## src/rtl/led_seq_pkg.sv

```systemverilog
// Shared mode encodings, LED constants and the step-indexed pattern table
// for led_mode_sequencer.
package led_seq_pkg;

  typedef enum logic [2:0] {
    IDLE    = 3'd0,
    SHIFT_L = 3'd1,
    SHIFT_R = 3'd2,
    BLINK   = 3'd3,
    ON      = 3'd4
  } mode_e;

  localparam logic [3:0] LED_OFF = 4'b0000;
  localparam logic [3:0] LED_ALL = 4'b1111;

  function automatic logic [3:0] led_pattern(input mode_e m, input logic [1:0] step);
    logic [3:0] pat;
    pat = LED_OFF;
    case (m)
      SHIFT_L: pat = 4'b0001 << step;
      SHIFT_R: pat = 4'b1000 >> step;
      BLINK:   pat = step[0] ? LED_OFF : LED_ALL;
      ON:      pat = LED_ALL;
      default: pat = LED_OFF;
    endcase
    return pat;
  endfunction

endpackage

```

## src/rtl/key_debounce.sv

```systemverilog
// One active-low key: 2-FF synchronizer, stability-count debouncer and a
// one-cycle press pulse on the debounced 1->0 transition.
module key_debounce
  import led_seq_pkg::*;
#(
  parameter int unsigned DEB_CYCLES = 1_000_000
) (
  input  logic sys_clk,
  input  logic sys_rst,
  input  logic key_in,
  output logic key_level,
  output logic press
);

  localparam int unsigned CNT_W = $clog2(DEB_CYCLES);

  logic             r_sync1;
  logic             r_sync2;
  logic             r_level;
  logic             r_level_d;
  logic [CNT_W-1:0] r_cnt;

  always_ff @(posedge sys_clk) begin
    if (sys_rst) begin
      r_sync1   <= 1'b1;
      r_sync2   <= 1'b1;
      r_level   <= 1'b1;
      r_level_d <= 1'b1;
      r_cnt     <= '0;
    end else begin
      r_sync1   <= key_in;
      r_sync2   <= r_sync1;
      r_level_d <= r_level;
      // Any cycle agreeing with the accepted level restarts the stability window.
      if (r_sync2 != r_level) begin
        if (r_cnt == CNT_W'(DEB_CYCLES - 1)) begin
          r_level <= r_sync2;
          r_cnt   <= '0;
        end else begin
          r_cnt <= r_cnt + 1'b1;
        end
      end else begin
        r_cnt <= '0;
      end
    end
  end

  assign key_level = r_level;
  assign press     = r_level_d & ~r_level;

endmodule

```

## src/rtl/led_mode_sequencer.sv

```systemverilog
// Debounced four-key mode selector driving stepped LED patterns.
// Optional LED_SEQ_AUTO_OFF_EN returns to IDLE after AUTO_OFF_STEPS advances.
module led_mode_sequencer
  import led_seq_pkg::*;
#(
  parameter int unsigned TICK_CYCLES    = 10_000_000,
  parameter int unsigned DEB_CYCLES     = 1_000_000,
  parameter int unsigned AUTO_OFF_STEPS = 32
) (
  input  logic       sys_clk,
  input  logic       sys_rst,
  input  logic [3:0] key,
  output logic [3:0] led,
  output logic [2:0] mode,
  output logic       step_tick
);

  localparam int unsigned TICK_W = $clog2(TICK_CYCLES);

  if (TICK_CYCLES < 2) begin : g_bad_tick
    $error("TICK_CYCLES must be at least 2");
  end
  if (DEB_CYCLES < 2) begin : g_bad_deb
    $error("DEB_CYCLES must be at least 2");
  end
  if (AUTO_OFF_STEPS < 1 || AUTO_OFF_STEPS > 255) begin : g_bad_auto_off
    $error("AUTO_OFF_STEPS must be in 1..255");
  end

  logic [3:0]        w_level;
  logic [3:0]        w_press;
  logic [3:0]        w_event;
  logic              w_any;
  mode_e             w_sel;
  mode_e             w_next_mode;
  logic              w_tick_end;
  logic              w_timeout;
  logic [1:0]        w_step_next;

  mode_e             r_mode;
  logic [1:0]        r_step;
  logic [TICK_W-1:0] r_tick;
  logic [3:0]        r_led;
  logic              r_step_tick;

  for (genvar i = 0; i < 4; i++) begin : g_key
    key_debounce #(
      .DEB_CYCLES(DEB_CYCLES)
    ) u_deb (
      .sys_clk  (sys_clk),
      .sys_rst  (sys_rst),
      .key_in   (key[i]),
      .key_level(w_level[i]),
      .press    (w_press[i])
    );
  end

  assign w_event = w_press & ~w_level;
  assign w_any   = |w_event;

  always_comb begin
    w_sel = IDLE;
    if (w_event[0])      w_sel = SHIFT_L;
    else if (w_event[1]) w_sel = SHIFT_R;
    else if (w_event[2]) w_sel = BLINK;
    else if (w_event[3]) w_sel = ON;
  end

  assign w_next_mode = (w_sel == r_mode) ? IDLE : w_sel;
  assign w_tick_end  = (r_tick == TICK_W'(TICK_CYCLES - 1));
  assign w_step_next = r_step + 2'd1;

`ifdef LED_SEQ_AUTO_OFF_EN
  logic [7:0] r_run;

  assign w_timeout = (r_run == 8'(AUTO_OFF_STEPS - 1));

  always_ff @(posedge sys_clk) begin
    if (sys_rst || w_any || r_mode == IDLE) begin
      r_run <= '0;
    end else if (w_tick_end) begin
      r_run <= w_timeout ? 8'd0 : r_run + 8'd1;
    end
  end
`else
  assign w_timeout = 1'b0;
`endif

  always_ff @(posedge sys_clk) begin
    if (sys_rst) begin
      r_mode      <= IDLE;
      r_step      <= '0;
      r_tick      <= '0;
      r_led       <= LED_OFF;
      r_step_tick <= 1'b0;
    end else if (w_any) begin
      // A press beats a coincident terminal tick: restart at step 0, no pulse.
      r_mode      <= w_next_mode;
      r_step      <= '0;
      r_tick      <= '0;
      r_led       <= led_pattern(w_next_mode, 2'd0);
      r_step_tick <= 1'b0;
    end else if (r_mode != IDLE) begin
      if (w_tick_end) begin
        r_tick <= '0;
        if (w_timeout) begin
          r_mode      <= IDLE;
          r_step      <= '0;
          r_led       <= LED_OFF;
          r_step_tick <= 1'b0;
        end else begin
          r_step      <= w_step_next;
          r_led       <= led_pattern(r_mode, w_step_next);
          r_step_tick <= 1'b1;
        end
      end else begin
        r_tick      <= r_tick + 1'b1;
        r_step_tick <= 1'b0;
      end
    end else begin
      r_tick      <= '0;
      r_step_tick <= 1'b0;
    end
  end

  assign led       = r_led;
  assign mode      = r_mode;
  assign step_tick = r_step_tick;

endmodule

```

## config.mk

```make
export PLATFORM = sky130hd
export DESIGN_NAME = led_mode_sequencer
export DESIGN_NICKNAME = d
export VERILOG_FILES = /design/src/rtl/led_seq_pkg.sv /design/src/rtl/key_debounce.sv /design/src/rtl/led_mode_sequencer.sv
export SDC_FILE = /design/constraint.sdc
export NUM_CORES = 1
export LEC_CHECK = 0
export BUFFER_PORTS_ARGS = -buffer_cell sky130_fd_sc_hd__buf_2
export CAP_MARGIN = 5
export CORE_MARGIN = 8
export CORE_UTILIZATION = 30
export CTS_BUF_LIST = sky130_fd_sc_hd__clkbuf_4 sky130_fd_sc_hd__clkbuf_8
export DETAILED_ROUTE_END_ITERATION = 7
export PLACE_DENSITY_LB_ADDON = 0.1
export SETUP_SLACK_MARGIN = 0.5
export SLEW_MARGIN = 20
export SYNTH_ARGS = -nofsm -noshare
export SYNTH_HDL_FRONTEND = slang
export SYNTH_SLANG_ARGS = --single-unit
export TNS_END_PERCENT = 10
```

## constraint.sdc

```tcl
create_clock -name sys_clk -period 1.9 [get_ports sys_clk]
set_clock_uncertainty 0.1 [all_clocks]
set_input_delay 0.095 -clock sys_clk [delete_from_list [all_inputs] [get_ports sys_clk]]
set_output_delay 0.095 -clock sys_clk [all_outputs]
set_load 0.05 [all_outputs]
```

-- After elaboration in Yosys (flattened, before gate mapping)
Index checks and enable logic that the tools add are counted.
- flip-flop bits (word level): 130
- bits in latches: 0
- RAM bits: 0
- ROM bits: 0
- output and inout port bits: 8
- word-level logic and storage cells: 96
- memories kept: 0
- add/sub/neg operators: 6
- multipliers: 0
- divide/modulo/power cells: 0
- $lt $le $gt $ge: 0
- eq/ne operators: 18
- shift-type cells: 2
- multiplexer cells: 12
- bitwise operators: 15
- reductions and logical operators: 18
- operators with widths (kind ; number):
    adder 20 x 1 -> 20 bit, second input constant ; 4
    == test 20 bit, second input constant ; 4
    adder 24 x 1 -> 24 bit, second input constant ; 1
    == test 24 bit, second input constant ; 1
    two-way mux 4 bit ; 4
    one-hot mux 4 bit (4 select lines) ; 1
    two-way mux 3 bit ; 5
    == test 3 x 2 -> 1 bit, second input constant ; 4
    one-hot mux 4 bit (3 select lines) ; 1
    AND reduction 2 bit ; 6
    OR reduction 3 bit ; 4
    NOT 1 bit ; 9
    OR reduction 7 bit ; 1
    == test 3 x 1 -> 1 bit, second input constant ; 2
    == test 3 bit, second input constant ; 2
    OR reduction 6 bit ; 1
    OR reduction 5 bit ; 1
    bitwise AND 1 bit ; 4
    bitwise AND 4 bit ; 1
    != test 1 bit ; 4
    NOT 4 bit ; 1
    nonzero test 2 bit ; 2
    OR reduction 4 bit ; 1
    << shifter 1 x 2 -> 4 bit, first input constant ; 1
    other kinds (6) ; 6

-- Logic depth before layout (Yosys ltp)
Gate-level depths: netlist of run 1.
- depth after elaboration: 13
- depth in mapped cells: 8
- gate-level depth less buffers: 7

-- Cells and area by module
Synthesis of run 1 repeated with hierarchy kept, for this count alone.
- cell total of the unflattened synthesis: 680
- area, all modules: 6174.7 um^2
- modules (own cells, without submodules) (module ; times used ; cells each ; area an instance (um^2) ; sequential area each (um^2)):
    key_debounce ; 4 ; 115 ; 1057.3 ; 480.5
    led_mode_sequencer ; 1 ; 220 ; 1945.6 ; 680.7

-- Least setup slack after synthesis of run 1
No wires, ideal clock.
- kind: reg-to-reg
- start point: reg r_mode[0], in the netlist mode[0]
- end point: reg r_led[0], in the netlist led[0]
- data arrival time: 1780 ps
- data required time: 1668 ps
- path slack: -112 ps
- cell stages (with the launch flop): 7
- path buffers: 1
- period minus slack after synthesis: 2012 ps
- cell sequence: dfxtp_1 buf_2 mux2_2 a21oi_1 o21ai_0 a221oi_2 o32ai_1
- longest elaborated chain between the ends: 6
- RTL lines (item ; line ; source):
    start: declaration ; led_mode_sequencer.sv:40 ; mode_e r_mode;
    start signal: assignment ; led_mode_sequencer.sv:98 ; r_mode <= w_next_mode;
    == test 3 bit ; led_mode_sequencer.sv:69 ; assign w_next_mode = (w_sel == r_mode) ? IDLE : w_sel;
    two-way mux 3 bit ; led_mode_sequencer.sv:69 ;
    == test 3 bit or == test 3 x 2 -> 1 bit (tied branches) ; led_seq_pkg.sv:19 ; case (m)
    OR reduction 2 bit (no line) ; -- ;
    one-hot mux 4 bit (3 select lines) ; led_seq_pkg.sv:19 ;
    two-way mux 4 bit ; led_mode_sequencer.sv:96 ; end else if (w_any) begin
    end signal: assignment ; led_mode_sequencer.sv:101 ; r_led <= led_pattern(w_next_mode, 2'd0);
    end signal: assignment ; led_mode_sequencer.sv:113 ; r_led <= led_pattern(r_mode, w_step_next);
    end: declaration ; led_mode_sequencer.sv:43 ; logic [3:0] r_led;
Several ways; a longest one is shown, not always the timed one. The select of a mux whose other input is x is not followed.
A chain may end at the register's enable or synchronous reset.

-- Final worst setup path of run 1
- start point: reg r_tick[21]
- end point: reg r_led[0], in the netlist led[0]
- longest elaborated chain between the ends: 3
- RTL lines (item ; line ; source):
    start: declaration ; led_mode_sequencer.sv:42 ; logic [TICK_W-1:0] r_tick;
    start signal: assignment ; led_mode_sequencer.sv:117 ; r_tick <= r_tick + 1'b1;
    == test 24 bit ; led_mode_sequencer.sv:70 ; assign w_tick_end = (r_tick == TICK_W'(TICK_CYCLES - 1));
    nonzero test 2 bit (no line) ; -- ;
    AND reduction 2 bit (no line) ; -- ;
No other way between the ends.

==> results of run 1 <==
routing by layer:
metal	global-route usage, %	vias to the layer above	share of wire, %
li1	-	2260	-
met1	12.5	2071	49
met2	15.9	35	46
met3	2.64	16	2.5
met4	4.67	0	1.7
met5	0	-	0
worst min-delay path: cells and delay by family:
kind | cells | cell delay [ps]
buffers and inverters | 2 | 340
and+or+nand+nor | 1 | 80
per-stage QoR:
stage	power, mW	TNS (ps)	setup WS, ps	instances	hold WS, ps
floorplan	2.83	0	75.4	635	98.8
finish	5.57	-9.05	-9.05	943	42.8
global route	5.81	-269	-86.4	943	51.5
detailed placement	2.86	-2.62	-2.62	900	202
global placement	2.86	0	28.5	900	206
CTS	5.69	-20.7	-20.7	938	4.22
cell usage in the layout (no fill, tap or decap), drive strengths merged, types with 10 or more instances in the layout:
cell    instances
and3           27
clkbuf         25
dfxtp         130
o21ai          10
buf            52
xor2           63
nand4          12
nor3           12
nor2          128
xnor2          35
inv            13
or2            11
nand3          54
nand2          42
final timing paths:
check	endpoint	cells after the start	slack (ps)
hold reg to reg	g_key[3].u_deb.r_sync2	1	300
setup reg to reg	led[0]	6	-9
hold / removal	mode[1]	3	40
setup / recovery	led[0]	6	-9
synthesized netlist by cell type, types with 2 or more instances:
cell        n
o21ai_1     3
a211oi_1    2
and3_1     26
ha_1        9
inv_1      13
xnor2_1    35
or3_1       8
nor2_1    126
nand2b_1    4
clkbuf_1   13
nand4_1    12
buf_6       2
nand3_1    53
o21ai_0     6
xor2_1     63
dfxtp_1   130
mux2_2      3
nor2b_1     3
nand2_1    41
mux2i_1     3
nor3_1     10
nor4b_1     4
and4_1      4
a21oi_1     8
buf_2       2
a22oi_1     4
nor4_1      9
nand4b_1    2
nor3_2      2
nand3b_1    2
or2_2      11
a31oi_1     2
final cells by class:
type / count / area, sq um
multi-input combinational: 474 / 3570
fill: 1818 / 10900
sequential: 130 / 2670
clock buffer: 23 / 298
tap: 234 / 293
timing repair buffer: 60 / 543
clock inverter: 9 / 176
inverter: 13 / 48.8
report_power, final:
group	internal, mW	switching (mW)	leakage [nW]	total (mW)
clock network	1.71	1.05	0.240	2.76
registers	2.72	0.00565	1.07	2.73
logic	0.0401	0.0465	1.23	0.0865
total	4.47	1.10	2.54	5.57
state kept, by name, indices dropped and copies added, names as in the netlist:
| name | count |
|---|---|
| r_step | 2 |
| g_key.u_deb.r_level_d | 4 |
| g_key.u_deb.key_level | 4 |
| g_key.u_deb.r_cnt | 80 |
| step_tick | 1 |
| r_tick | 24 |
| mode | 3 |
| g_key.u_deb.r_sync1 | 4 |
| g_key.u_deb.r_sync2 | 4 |
| led | 4 |
cells by family after synthesis:
kind of cell / Yosys count / synth area share (%)
buf+inv: 31 / 2.45
fa+ha+maj: 9 / 2.01
simple gates: 327 / 28.7
compound gates: 34 / 4.03
xor+xnor: 98 / 15.3
flops: 130 / 46.4
mux: 6 / 1.14
repair_timing:
action / 4_1_cts / 5_1_grt
pin swaps: 63 / 76
endpoints found under the hold margin: 8 / 0
buffers inserted: 0 / 3
hold buffers: 6 / 0
resized for setup: 88 / 111
endpoints found under the setup margin: 119 / 119
cloned: 0 / 2
==> metrics.txt, run 1 <==
Seq cells post-synth 130; Post-synth ARST share 0%; Port-buffer cells 13; max-cap violations 0; CP max-delay cell or4b_4; Routed WL between 10000 and 15000 um; Post-Syn Area 5610 sq um; hpwl dp roughly 7700 um; share of post-route cells with drive strength above 1 between 30% and 40%; yosys warns 0; initial antenna violation count 0; Final Util 41.0%; fin area roughly 7600 sq um; Die Span Y about 150 um; detail-routed net length per standard cell approximately 12 um; Leak Pwr 2.54 nW; Horiz. Die Dim ~150 um; worst hold path type input port to flip-flop; crit share post-route 100%; Setup-failing EPs final 1; critical path fanouts, max 4; crit-path cells or4b_4 -> nor3_2 -> and3_4 -> o21ai_4 -> a221oi_2 -> o32ai_1; Bufs on Longest Clock Path 2; cell family with most CP delay simple AND/OR/NAND/NOR gates; Syn-to-layout area delta 35.4%; TritonCTS clock tree done; RePlAce Congestion 0.743; CP Data Arrival Time ~2100 ps; DRT iter0 DRCs around 230; Startpoint Class flip-flop; power per cell area ~730 nW/um^2; Crit path buffers/inverters 0; Cell Area, Placed 6210 sq um; failing checks negative setup slack; Slew HR 66.2%; GRT Overall Usage roughly a tenth; WP data required approximately 2100 ps; DRT antenna net count 0; Slew @ Worst Pin 502 ps; Site Rows 50; Clock Tree Root clkbuf_8; Initial Util between 30 and 40%; Final nets between 700 and 800; GRT overflow 0; crit end category flip-flop; minimum clock period between 1500 and 2000 ps; via/cell ratio between 4 and 5; first-pass GRT wire length between 15000 and 20000 um; via count between 4000 and 5000; largest net degree at the start of global routing 25; final hold vios 0; Skew-Pair Late Insertion Delay approximately 430 ps; share of the synthesized area in the top cell type a little under half; Avg Synthesized Cell Area just under 9 sq um; reg2reg start r_tick[21]; EDFF count, synth 0; final worst setup slack -9.05 ps; die area around 23000 sq um; synth top area cells dfxtp_1, xor2_1, nor2_1; sequential element share of the synthesized area 46.4%; final slew viol count 0; Synth area leader dfxtp_1; maximum vdd drop 0.397 mV; router iterations before antenna repair 5; DRC viols 0; htree depth 4; Core Area between 15000 and 20000 sq um; Clock transition at path regs 80 ps; clk sinks 130; vias in the first global route around 4200; hold path start sys_rst; # diodes 0; IO Count 14; CTS Buf Count 17; Gate Count Post-Synth about 640; worst setup path category flip-flop to flip-flop; Synth Net Count 650; unrepaired setup endpoints after global routing yes; Distinct cells, synth 52; critical path launch point r_tick[21]; status finished, violations left; slowest stage delay, CP between 500 and 600 ps; f_max about 520 MHz; Top FF cell, synth dfxtp_1
(Power assumes the default switching activity.)
==> run 2: changes to the inputs <==
CORE_MARGIN = 3   (was 8)
SKIP_CTS_REPAIR_TIMING = 1   (was unset)
==> metrics.txt, run 2 (synthesis results as in run 1) <==
status finished, violations left; failing checks negative setup slack; most common cell after layout, fill and taps aside dfxtp_1; Slew HR 67.8% (+1.5 points); Initial Util 30.9% (+0.62 points); Top Registers g_key.u_deb.r_cnt x80, r_tick x24; placed cells 897 (-0.33%); crit share post-route 101% (+0.92 points); Setup-failing EPs final 1 (unchanged); Leak Pwr 2.44 nW (-4.0%); TritonCTS clock tree done; unrepaired setup endpoints after global routing yes; Filler cells 1820 (+0.11%); max-cap violations 0 (unchanged); fin area 7300 sq um (-4.0%); GRT overflow 0 (unchanged); final slew viol count 0 (unchanged); Routed WL 11100 um (-3.9%); Startpoint Class flip-flop; f_max 519 MHz (-0.91%); DRC viols 0 (unchanged); final hold slack 18.9 ps (-23.9 ps); final worst setup slack -26.5 ps (-17.5 ps); htree depth 4 (unchanged); Slew @ Worst Pin 480 ps (-22.7 ps); Worst Reg2Reg Path Length in Cells 6 (unchanged); Largest Register g_key.u_deb.r_cnt; maximum vdd drop 0.382 mV (-3.8%); RePlAce Congestion 0.804 (+8.3%); GRT Overall Usage 11.3% (+1.2 points); clk sinks 130 (unchanged); Syn-to-layout area delta 30.0%; FF/Latch Area 2670 sq um (-0.14%); hold path start sys_rst; Worst Hold Depth 4 (+1); crit end category flip-flop; # diodes 0 (unchanged); worst flop-to-flop path endpoint led[0]; Min-Delay Endpoint g_key[0].u_deb.key_level; max reg flops 80 (unchanged); Die Span Y 143 um (-6.5%); Cell Area, Placed 6220 sq um (+0.14%); hpwl dp 7550 um (-2.3%); reg2reg start r_tick[21]; Final Util 40.2% (-0.84 points); Bufs on Longest Clock Path 2 (unchanged); DRT iter0 DRCs 157 (-31%); Clock transition at path regs 70 ps (about the same); IO Count 14 (unchanged); critical path fanouts, max 4 (unchanged); worst setup path category flip-flop to flip-flop; Clock Tree Root clkbuf_8; final hold vios 0 (unchanged); Final nets 709 (-0.28%); worst hold path type input port to flip-flop; share of post-route cells with drive strength above 1 33.2% (-1.2 points); Core Area 18100 sq um (-2.0%); initial antenna violation count 0 (unchanged); DRT antenna net count 0 (unchanged); Site Rows 49 (-2.0%); minimum clock period 1930 ps (+17.5 ps); router iterations before antenna repair 4 (-1); power per cell area 679 nW/um^2 (-7.3%); via count 4340 (-0.96%); CP Data Arrival Time 2130 ps (about the same); Skew-Pair Late Insertion Delay 430 ps (about the same); die area 20400 sq um (-13%); commonest cells after routing, fill and taps aside dfxtp_1, nor2_1, xor2_1; final non-filler cell total 936 (-0.74%); via/cell ratio 4.64 (-0.22%); CTS Buf Count 17 (unchanged); WP data required 2100 ps (about the same); Horiz. Die Dim 143 um (-6.5%); Port-buffer cells 13 (unchanged); largest net degree at the start of global routing 25 (unchanged); first-pass GRT wire length 18900 um (-3.8%); vias in the first global route 4127 (-2.8%); Multi-input gate area 3460 sq um (-3.2%); detail-routed net length per standard cell 11.9 um (-3.2%); flop2flop setup slack -30 ps (-20 ps)
-- run 2: cell type report --
| class | count | area share (%) |
|---|---|---|
| clock buffers | 23 | 4.25 |
| flip-flops and latches | 130 | 36.6 |
| multi-input cells | 474 | 47.4 |
| well taps | 229 | 3.93 |
| clock inverters | 9 | 0.755 |
| repair buffers | 58 | 6.45 |
| inverters | 13 | 0.669 |
-- run 2: power breakdown --
group          total (mW)  leakage [nW]  internal, mW  switching [mW]
combinational      0.0827          1.18        0.0367          0.0460
sequential           2.73          1.07          2.72         0.00559
clock                2.15         0.183          1.08            1.07
-- run 2: worst max-delay path by stage --
stage	to	cells after the start	from	slack [ps]
after global placement	led[0]	6	r_tick[21]	30
after detailed placement	led[0]	6	r_tick[21]	20
final	led[0]	6	r_tick[21]	-30
after CTS	led[0]	6	r_tick[21]	9
after floorplan	led[0]	6	r_tick[21]	80
after global routing	led[0]	6	r_tick[21]	-100
-- run 2: stage by stage --
stage	power, mW	worst slack [ps]	TNS (ps)
floorplan	2.83	75.4	0
global placement	2.86	25.5	0
detailed placement	2.86	23.6	0
CTS	5.06	9.29	0
global route	5.19	-98.0	-1280
finish	4.96	-26.5	-26.5
-- run 2: metal layers --
metal | global-route usage [%] | wire length [um]
met2 | 17.1 | 5070
met3 | 3.88 | 331
met4 | 3.75 | 114
met5 | 0 | 0
met1 | 15.1 | 5630
-- run 2: critical path, cell delays in order (launching register included) --
cell	delay (ps)
dfxtp_2	330
or4b_4	540
nor3_4	180
and3_4	230
o21ai_4	70
a221oi_2	240
o32ai_1	110
